## src/rtl/vga_sync_controller.sv

```systemverilog
// VGA timing generator: pixel-rate divider, horizontal/vertical counters with
// segment-tracking sub-FSMs, and a run/stop control FSM that only returns to
// idle at a frame boundary. Every output is a register loaded from the same
// next-state values as the counters, so the outputs line up with the counts.
module vga_sync_controller #(
  parameter int unsigned PIX_DIV  = 2,
  parameter int unsigned H_ACTIVE = 640,
  parameter int unsigned H_FP     = 16,
  parameter int unsigned H_SYNC   = 96,
  parameter int unsigned H_BP     = 48,
  parameter int unsigned V_ACTIVE = 480,
  parameter int unsigned V_FP     = 10,
  parameter int unsigned V_SYNC   = 2,
  parameter int unsigned V_BP     = 33
) (
  input  logic       Clk,
  input  logic       Reset,
  input  logic       Enable,
  output logic       pixel_tick,
  output logic       hsync,
  output logic       vsync,
  output logic       video_on,
  output logic [9:0] pixel_x,
  output logic [9:0] pixel_y,
  output logic       frame_start,
  output logic       running
);

  localparam int unsigned H_TOTAL = H_ACTIVE + H_FP + H_SYNC + H_BP;
  localparam int unsigned V_TOTAL = V_ACTIVE + V_FP + V_SYNC + V_BP;
  localparam int unsigned DIV_W   = (PIX_DIV > 1) ? $clog2(PIX_DIV) : 1;

  localparam logic [DIV_W-1:0] DIV_LAST = DIV_W'(PIX_DIV - 1);

  // Last count of each segment; segment lengths are assumed non-zero.
  localparam logic [9:0] H_A_END = 10'(H_ACTIVE - 1);
  localparam logic [9:0] H_F_END = 10'(H_ACTIVE + H_FP - 1);
  localparam logic [9:0] H_S_END = 10'(H_ACTIVE + H_FP + H_SYNC - 1);
  localparam logic [9:0] H_LAST  = 10'(H_TOTAL - 1);
  localparam logic [9:0] V_A_END = 10'(V_ACTIVE - 1);
  localparam logic [9:0] V_F_END = 10'(V_ACTIVE + V_FP - 1);
  localparam logic [9:0] V_S_END = 10'(V_ACTIVE + V_FP + V_SYNC - 1);
  localparam logic [9:0] V_LAST  = 10'(V_TOTAL - 1);

  typedef enum logic [1:0] {IDLE, RUN, STOPPING} state_t;
  typedef enum logic [1:0] {H_ACT, H_FRONT, H_SYNC_S, H_BACK} hseg_t;
  typedef enum logic [1:0] {V_ACT, V_FRONT, V_SYNC_S, V_BACK} vseg_t;

  state_t           state_q, state_d;
  hseg_t            h_seg_q, h_seg_d;
  vseg_t            v_seg_q, v_seg_d;
  logic [DIV_W-1:0] div_q, div_d;
  logic [9:0]       h_cnt_q, h_cnt_d;
  logic [9:0]       v_cnt_q, v_cnt_d;

  logic       pixel_tick_q, pixel_tick_d;
  logic       hsync_q, hsync_d;
  logic       vsync_q, vsync_d;
  logic       video_on_q, video_on_d;
  logic [9:0] pixel_x_q, pixel_x_d;
  logic [9:0] pixel_y_q, pixel_y_d;
  logic       frame_start_q, frame_start_d;
  logic       running_q, running_d;

  logic tick, h_last, v_last, active_d;

  // Control FSM: idle returns only at the final pixel slot of a frame.
  always_comb begin
    tick    = (state_q != IDLE) && (div_q == DIV_LAST);
    h_last  = (h_cnt_q == H_LAST);
    v_last  = (v_cnt_q == V_LAST);
    state_d = state_q;
    case (state_q)
      IDLE:     if (Enable) state_d = RUN;
      RUN:      if (!Enable) state_d = STOPPING;
      STOPPING: begin
        if (Enable)                          state_d = RUN;
        else if (tick && h_last && v_last)   state_d = IDLE;
      end
      default:  state_d = IDLE;
    endcase
  end

  // Divider, counters and segment sub-FSMs advance on pixel slots.
  always_comb begin
    div_d   = div_q;
    h_cnt_d = h_cnt_q;
    v_cnt_d = v_cnt_q;
    h_seg_d = h_seg_q;
    v_seg_d = v_seg_q;
    if (state_d == IDLE) begin
      div_d   = '0;
      h_cnt_d = '0;
      v_cnt_d = '0;
      h_seg_d = H_ACT;
      v_seg_d = V_ACT;
    end else if (state_q != IDLE) begin
      div_d = tick ? '0 : div_q + DIV_W'(1);
      if (tick) begin
        h_cnt_d = h_last ? '0 : h_cnt_q + 10'd1;
        case (h_seg_q)
          H_ACT:    if (h_cnt_q == H_A_END) h_seg_d = H_FRONT;
          H_FRONT:  if (h_cnt_q == H_F_END) h_seg_d = H_SYNC_S;
          H_SYNC_S: if (h_cnt_q == H_S_END) h_seg_d = H_BACK;
          H_BACK:   if (h_last)             h_seg_d = H_ACT;
          default:  h_seg_d = H_ACT;
        endcase
        if (h_last) begin
          v_cnt_d = v_last ? '0 : v_cnt_q + 10'd1;
          case (v_seg_q)
            V_ACT:    if (v_cnt_q == V_A_END) v_seg_d = V_FRONT;
            V_FRONT:  if (v_cnt_q == V_F_END) v_seg_d = V_SYNC_S;
            V_SYNC_S: if (v_cnt_q == V_S_END) v_seg_d = V_BACK;
            V_BACK:   if (v_last)             v_seg_d = V_ACT;
            default:  v_seg_d = V_ACT;
          endcase
        end
      end
    end
  end

  // Output next-values derived from next counter state for zero latency.
  always_comb begin
    active_d      = (state_d != IDLE);
    pixel_tick_d  = active_d && (div_d == DIV_LAST);
    hsync_d       = !(active_d && (h_seg_d == H_SYNC_S));
    vsync_d       = !(active_d && (v_seg_d == V_SYNC_S));
    video_on_d    = active_d && (h_seg_d == H_ACT) && (v_seg_d == V_ACT);
    pixel_x_d     = active_d ? h_cnt_d : '0;
    pixel_y_d     = active_d ? v_cnt_d : '0;
    frame_start_d = pixel_tick_d && (h_cnt_d == '0) && (v_cnt_d == '0);
    running_d     = active_d;
  end

  // State, counter and output registers with synchronous reset.
  always_ff @(posedge Clk) begin
    if (Reset) begin
      state_q       <= IDLE;
      h_seg_q       <= H_ACT;
      v_seg_q       <= V_ACT;
      div_q         <= '0;
      h_cnt_q       <= '0;
      v_cnt_q       <= '0;
      pixel_tick_q  <= 1'b0;
      hsync_q       <= 1'b1;
      vsync_q       <= 1'b1;
      video_on_q    <= 1'b0;
      pixel_x_q     <= '0;
      pixel_y_q     <= '0;
      frame_start_q <= 1'b0;
      running_q     <= 1'b0;
    end else begin
      state_q       <= state_d;
      h_seg_q       <= h_seg_d;
      v_seg_q       <= v_seg_d;
      div_q         <= div_d;
      h_cnt_q       <= h_cnt_d;
      v_cnt_q       <= v_cnt_d;
      pixel_tick_q  <= pixel_tick_d;
      hsync_q       <= hsync_d;
      vsync_q       <= vsync_d;
      video_on_q    <= video_on_d;
      pixel_x_q     <= pixel_x_d;
      pixel_y_q     <= pixel_y_d;
      frame_start_q <= frame_start_d;
      running_q     <= running_d;
    end
  end

  assign pixel_tick  = pixel_tick_q;
  assign hsync       = hsync_q;
  assign vsync       = vsync_q;
  assign video_on    = video_on_q;
  assign pixel_x     = pixel_x_q;
  assign pixel_y     = pixel_y_q;
  assign frame_start = frame_start_q;
  assign running     = running_q;

endmodule

```

## config.mk

```make
export PLATFORM = sky130hd
export DESIGN_NAME = vga_sync_controller
export DESIGN_NICKNAME = d
export VERILOG_FILES = /design/src/rtl/vga_sync_controller.sv
export SDC_FILE = /design/constraint.sdc
export NUM_CORES = 1
export LEC_CHECK = 0
export BUFFER_PORTS_ARGS = -buffer_cell sky130_fd_sc_hd__buf_2
export CORE_ASPECT_RATIO = 1.4
export CORE_UTILIZATION = 41
export CTS_BUF_LIST = sky130_fd_sc_hd__clkbuf_4 sky130_fd_sc_hd__clkbuf_8
export DETAILED_ROUTE_END_ITERATION = 8
export GPL_ROUTABILITY_DRIVEN = 1
export PLACE_DENSITY = 0.69
export SETUP_SLACK_MARGIN = 0.1
export SLEW_MARGIN = 20
export SYNTH_ARGS = -nofsm -noshare
export SYNTH_HDL_FRONTEND = slang
export SYNTH_SLANG_ARGS = --single-unit
```

## constraint.sdc

```tcl
create_clock -name Clk -period 6.5 [get_ports Clk]
set_clock_uncertainty 0.15 [all_clocks]
set_input_delay 1.3 -clock Clk [delete_from_list [all_inputs] [get_ports Clk]]
set_output_delay 1.3 -clock Clk [all_outputs]
set_load 0.02 [all_outputs]
```

Yosys cells after proc, flatten, opt, wreduce, memory -nomap -nowiden --
Cells that the tools add are included.
Word-level totals: RAM bits 0, memories kept 0, bits of input ports 3, output and inout port bits 26, ROM bits 0, register bits after elaboration 53, logic and storage cells 93, bits in latches 0
Cells by class: divide/modulo/power cells 0, add/sub/neg operators 3, shift operators 0, equality and inequality tests 18, bitwise operators 1, magnitude comparators 0, $mul 0, multiplexer cells 34, reductions and logical operators 23
Operator list (number):
- $mux W10 | 9
- $eq A10 B10 Y1 const B | 5
- $mux W2 | 19
- $eq A10 B9 Y1 const B | 3
- $add A10 B1 Y10 const B | 2
- $logic_not A10 Y1 | 2
- $pmux W2 S4 | 2
- $eq A2 B2 Y1 const B | 7
- $logic_not A2 Y1 | 6
- $logic_and A1 B1 Y1 | 10
- $eq A2 B1 Y1 const B | 3
- $pmux W2 S3 | 1
- $reduce_bool A2 Y1 | 2
- $mux W1 | 3
- $logic_not A1 Y1 | 2
- $reduce_or A2 Y1 | 1
- $add A1 B1 Y1 const B | 1
- $not A1 Y1 | 1

Longest topological paths before layout --
Gate-level depths: netlist of the first run.
depth after elaboration 12, depth in mapped cells 10

Worst setup path before layout of the first run --
No wires, ideal clock.
kind register to register, start point register h_cnt_q[0], end point register frame_start_q (netlist: frame_start), slack 3.981 ns, stages on the path, launching flop included 9, arrival 2.282 ns, library setup time 0.087 ns, cells stage by stage dfxtp_1 ha_1 nand3_1 or4_4 buf_6 nor3_1 xnor2_1 o2111ai_1 nor4b_2
Between the ends: word-level cells in the longest chain between the ends 11, elaborated cells between the ends (all ways) 23, classes of those cells add/sub (1); eq/ne (1); mux (12); reduce/logical (9)
Ends and longest elaborated chain:
- start, declared | line 53 | logic [9:0] h_cnt_q, h_cnt_d;
- start signal, assigned | line 157 | h_cnt_q <= h_cnt_d;
- branches (longest 10 deep; another with $add A10 B1 Y10)
- $logic_and A1 B1 Y1 (*) | line 131 | frame_start_d = pixel_tick_d && (h_cnt_d == '0) && (v_cnt_d == '0);
- end signal, assigned | line 165 | frame_start_q <= frame_start_d;
- end, declared | line 62 | logic frame_start_q, frame_start_d;
Every way passes the cells marked *. A chain may end at the register's enable or synchronous reset.

Worst setup path in the final report of the first run --
start point register h_cnt_q[0], end point register vsync_q (netlist: vsync)
Between the ends: word-level cells in the longest chain between the ends 11, elaborated cells between the ends (all ways) 15, classes of those cells eq/ne (2); mux (7); reduce/logical (6)
Ends and longest elaborated chain:
- $eq A10 B10 Y1 (*) | line 70 | h_last = (h_cnt_q == H_LAST);
- $logic_and A1 B1 Y1 (2 in series) | line 78 | else if (tick && h_last && v_last) state_d = IDLE;
- $mux W2 | line 78
- $mux W2 | line 77 | if (Enable) state_d = RUN;
- $pmux W2 S3 | line 73 | case (state_q)
- $logic_not A2 Y1 | line 91 | if (state_d == IDLE) begin
- $mux W2 | line 91
- $eq A2 B2 Y1 | line 127 | vsync_d = !(active_d && (v_seg_d == V_SYNC_S));
- $logic_and A1 B1 Y1 (*) | line 127
- $logic_not A1 Y1 (*) | line 127
- end signal, assigned | line 161 | vsync_q <= vsync_d;
- end, declared | line 58 | logic vsync_q, vsync_d;
Every way passes the cells marked *; elsewhere a longest branch is shown, timed or not.

==> out/qor.csv, run 1 <==
metric,value,unit
status,finished clean,
drt_iter0_drc,169,
fmax,317,MHz
fin_crit,3160,ps
synthCells,267,
clkTransAtPathRegs,100,ps
p_seq_frac,0.576,
drv_cap,0,
nFillCells,577,
cts-resized-gates,0,
reg2reg_to,vsync,
fin_cells,356,
grt_pass1_wl,8030,microns
final_net_count,295,
hold_slack,415,ps
dr.pass1.iters,4,
area_delta_synth_final,10.7,%
synth_edf_count,0,
dp_hpwl,3480,microns
antenna_left,0,
insertedDiodeCount,0,
postCtsSetupRepairBufs,0,
synth_xor_area_frac,0.0443,
crit_path_end_kind,flip-flop,
yosysMostFrequentCell,dfxtp_1,
synth_fa_ha_area_frac,0.0264,
cts_made_buffers,5,
yosys.area.top_type,dfxtp_1,
coreArea,0.00553,sq mm
fin_util,0.475,
internal-power,0.440,mW
htreeDepth,2,
ys_warn_count,0,
tightest_slew,1020,ps
leakage,1.01,nW
p_sw,0.120,mW
vias,1966,
dp_cells,348,
worstPathRequired,6610,ps
track_usage,0.174,
syn_area,0.00237,sq mm
die_y,92,microns
synth_nets,275,
drcViolationCount,0,
maxSlewViolCount,0,
hp-start,h_cnt_q[0],
synth_compound_area_frac,0.138,
worstPathMaxFanout,25,
irDropWorstVdd,0.0000959,V
vias_per_cell,5.52,
fin_area,0.00263,sq mm
rsz0062_at_grt,no,
synth_top_area_share,0.439,
fin_crit_sh,0.486,
switching_share,0.214,
seq_area_frac_synth,0.439,
antenna_found_initial,0,
rr_startpoint,h_cnt_q[0],
placed_area,0.00251,sq mm
cts_buffer_depth,2,
reg2reg_slack,3340,ps
clk_latency,310,ps
p_comb_frac,0.031,
slew_headroom,0.314,
port_buffers,28,
grt_pass1_vias,1750,
hp-class,reg2reg,
worstRegToRegCells,9,
synthDistinctLibCells,57,
synth_area_per_cell,8.88,sq um
start_kind,flip-flop,
worstHoldEndpoint,pixel_x[0],
dieArea,0.00610,sq mm
critPathKind,reg2reg,
synth-seq-cells,52,
ys_async_sr_fraction,0,
netlist_top_cells_area,"dfxtp_1 (44%), nor2_1 (6.2%), nor3_1 (4.0%)",
fin_setup_tns,0,ps
holdPathStages,2,
synth-simple-area-share,0.290,
root_buffer,clkbuf_8,
p_per_area,213,mW/mm^2
routedWlPerCell,13.7,microns
rows,32,
muxShareOfSynthArea,0.00897,
synth_top_family_by_area,simple AND/OR/NAND/NOR gates,
ios,29,
cts_hold_buffers,0,
tritoncts,yes,
p_clk_frac,0.393,
synth_top_cells_by_count,"dfxtp_1 (52), nor2_1 (39), nand2_1 (20)",
critical_path_arrival,3270,ps
start_util,0.429,
routed_wl,4880,microns
drive_gt1_frac,0.174,
synth_flop_cell,dfxtp_1,
die_x,66.3,microns
hold_violations,0,
cts.sinks,52,
grt_max_degree,26,
gr-total-overflow,0,
gp_congestion,0.912,
setup_viol_count_final,0,
[critical path, cell delays in order (launching register included)]
cell and delay, ps:
dfxtp_1 430, ha_1 290, nand3_1 300, nor3_1 480, a311o_1 290, a21o_1 470, buf_4 360, inv_1 110
and2_1 160, nand2_1 60
[through the flow]
| stage | worst slack (ps) | total power, mW |
|---|---|---|
| 6_report | 3340 | 0.560 |
| 5_1_grt | 3020 | 0.581 |
| 4_1_cts | 3350 | 0.566 |
| 3_5_place_dp | 3370 | 0.347 |
| 3_3_place_gp | 3440 | 0.347 |
| 2_1_floorplan | 3980 | 0.343 |
[final cells by class]
class,instances,area [sq um],area share
clock inverter,3,42.5,0.0162
inverter,8,30.0,0.0114
sequential,52,1040,0.396
tap,68,85.1,0.0324
clock buffer,5,68.8,0.0262
multi-input combinational,190,1200,0.458
timing repair buffer,30,155,0.0591
[how the worst max path moves through the flow]
stage | endpoint | start | slack, ps
2_1_floorplan | frame_start | h_cnt_q[0] | 3980
4_1_cts | vsync | h_cnt_q[0] | 3350
6_report | vsync | h_cnt_q[0] | 3340
3_3_place_gp | h_seg_q[1] | h_cnt_q[0] | 3440
5_1_grt | vsync | h_cnt_q[1] | 3020
3_5_place_dp | h_seg_q[1] | h_cnt_q[0] | 3370
[registers in the layout (all words and copies together), names as in the netlist, 2 cells and up]
register  flops
v_seg_q       2
pixel_y      10
h_cnt_q      10
h_seg_q       2
pixel_x      10
v_cnt_q      10
state_q       2
[layer usage]
layer,wire (microns),share of wire,vias up,global-route usage
li1,-,-,988,-
met3,160,0.033,8,0.0286
met4,114,0.023,0,0.0869
met1,2100,0.43,921,0.203
met2,2500,0.51,49,0.298
met5,0,0,-,0
[layout by cell type (no fill, tap or decap), types with 2 or more instances in the layout]
master,instances
ha_1,5
nor4_4,3
a32o_1,2
clkbuf_8,5
nor2_1,39
nor4_1,2
and3_1,4
a311oi_1,2
inv_1,8
nand2b_1,3
xnor2_1,9
buf_2,28
nand4_1,4
and2_1,2
o22ai_1,2
xor2_1,3
nor3b_1,2
a211oi_1,3
o21ai_1,2
buf_4,2
o21ai_0,5
or3_1,2
nand3_1,11
o211ai_1,4
nand2_1,20
a22oi_1,2
a21oi_1,9
or2_2,3
o32ai_1,2
nor3_1,19
and4_1,2
dfxtp_1,52
[cell families after synthesis]
kind of cell	count (synthesis)
mux	2
fa+ha+maj	5
simple gates	125
xor+xnor	12
compound gates	46
flops	52
buf+inv	25
[power by group through the flow]
stage | combinational, mW | sequential (mW) | clock, mW
2_1_floorplan | 0.0115 | 0.332 | 0
3_3_place_gp | 0.0176 | 0.330 | 0
3_5_place_dp | 0.0176 | 0.330 | 0
4_1_cts | 0.0177 | 0.322 | 0.226
5_1_grt | 0.0194 | 0.323 | 0.239
6_report | 0.0174 | 0.322 | 0.220
Note: power is estimated with default switching activity, not from simulation.
==> run 2: changes to the inputs <==
--- a/config.mk
+++ b/config.mk
@@ -11,7 +11,7 @@
 export CTS_BUF_LIST = sky130_fd_sc_hd__clkbuf_4 sky130_fd_sc_hd__clkbuf_8
 export DETAILED_ROUTE_END_ITERATION = 8
 export GPL_ROUTABILITY_DRIVEN = 1
-export PLACE_DENSITY = 0.69
+export PLACE_DENSITY = 0.71
 export SETUP_SLACK_MARGIN = 0.1
 export SLEW_MARGIN = 20
 export SYNTH_ARGS = -nofsm -noshare
==> constraint.sdc (replaced) <==
create_clock -name Clk -period 2.68 [get_ports Clk]
set_clock_uncertainty 0.15 [all_clocks]
set_input_delay 0.536 -clock Clk [delete_from_list [all_inputs] [get_ports Clk]]
set_output_delay 0.536 -clock Clk [all_outputs]
set_load 0.02 [all_outputs]
==> out/qor.csv, run 2 (synthesized netlist as in run 1, its figures left out) <==
metric,value,unit
maxSlewViolCount,0,
p_per_area,470,mW/mm^2
nFillCells,535,
reg2reg_to,frame_start,
cts_hold_buffers,0,
hold_violations,0,
setup_viol_count_final,0,
dieArea,0.00610,sq mm
tightest_slew,413,ps
layout_commonest_cell,dfxtp_1,
vias,2084,
rows,32,
rr_startpoint,state_q[1],
drive_gt1_frac,0.250,
routed_wl,5420,microns
endpoint,frame_start,
gp_congestion,0.915,
cts_buffer_depth,2,
die_y,92,microns
rsz0062_at_grt,no,
vias_per_cell,5.54,
start_kind,flip-flop,
slew_headroom,0.717,
antenna_left,0,
port_buffers,28,
startpoint,state_q[1],
reg2reg_slack,220,ps
hp-class,in2reg,
critical_path_arrival,2520,ps
fin_util,0.507,
htreeDepth,2,
grt_pass1_vias,2011,
critPathKind,reg2reg,
leakage,1.11,nW
root_buffer,clkbuf_8,
irDropWorstVdd,0.000288,V
grt_pass1_wl,9050,microns
track_usage,0.194,
insertedDiodeCount,0,
start_util,0.429,
tritoncts,yes,
dp_hpwl,3990,microns
fmax,407,MHz
worstRegToRegCells,9,
fin_crit,2460,ps
fin_crit_sh,0.917,
status,finished clean,
final_cell_mix,"dfxtp_1 (50), nor2_1 (39), buf_2 (28), buf_4 (21), nand2_1 (20)",
gr-total-overflow,0,
routedWlPerCell,14.4,microns
drv_cap,0,
coreArea,0.00553,sq mm
fin_setup_tns,0,ps
crit_path_end_kind,flip-flop,
seq_area,0.00104,sq mm
clkTransAtPathRegs,90,ps
worstPathMaxFanout,11,
worstPathRequired,2750,ps
final_net_count,315,
multiInputGateArea,0.00123,sq mm
drt_iter0_drc,101,
ios,29,
grt_max_degree,23,
dr.pass1.iters,4,
die_x,66.3,microns
cts_made_buffers,5,
power.total,1.32,mW
antenna_found_initial,0,
drcViolationCount,0,
clk_latency,300,ps
area_delta_synth_final,18.0,%
cts.sinks,52,
## run 2: where the power goes
part	switching [mW]	total, mW	leakage [nW]	internal (mW)
Sequential	0.00290	0.781	0.421	0.778
Combinational	0.0325	0.0541	0.632	0.0216
Clock	0.249	0.480	0.0523	0.232
Total	0.284	1.32	1.11	1.03
## run 2: per-stage QoR
stage | cells | hold slack, ps | worst slack (ps) | area [sq um]
after global routing | 376 | 267 | 109 | 2800
after global placement | 367 | 403 | 235 | 2670
after CTS | 375 | 264 | 152 | 2770
after detailed placement | 367 | 425 | 160 | 2670
final | 376 | 264 | 224 | 2800
after floorplan | 267 | 365 | 161 | 2370
## run 2: cell type report
type,instances,share of cell area
clock buffers,8,0.0349
inverters,8,0.0107
flip-flops and latches,52,0.373
well taps,68,0.0304
repair buffers,50,0.113
multi-input cells,190,0.438
## run 2: metal layers
layer	up-vias	part of all wire	track usage
met5	-	0	0
met4	0	0.046	0.103
met3	16	0.041	0.0323
met2	62	0.51	0.340
met1	983	0.41	0.216
li1	1023	-	-
## run 2: critical path: stages, from the launching register on
cell and delay (ps):
dfxtp_2 390, or2_2 130, ha_2 200, o21ai_1 100
buf_4 190, nor4_4 390, nand3_1 150, mux2i_1 240
o2111ai_1 180, nor4b_2 260
## run 2: how the worst min path moves through the flow
stage          slack [ps]       start          to  cells after the start
6_report              260      Enable  state_q[1]                      2
5_1_grt               270      Enable  state_q[1]                      2
4_1_cts               260      Enable  state_q[1]                      2
3_5_place_dp          430  h_cnt_q[0]  h_cnt_q[0]                      2
3_3_place_gp          400  h_seg_q[0]       hsync                      3
2_1_floorplan         370  h_seg_q[0]       hsync                      3
## run 2: what timing repair did
| item | 4_1_cts | 5_1_grt |
|---|---|---|
| setup buffers | 0 | 1 |
| resized for setup | 0 | 7 |
| setup endpoints to repair | 0 | 1 |
| endpoints found under the hold margin | 0 | 0 |
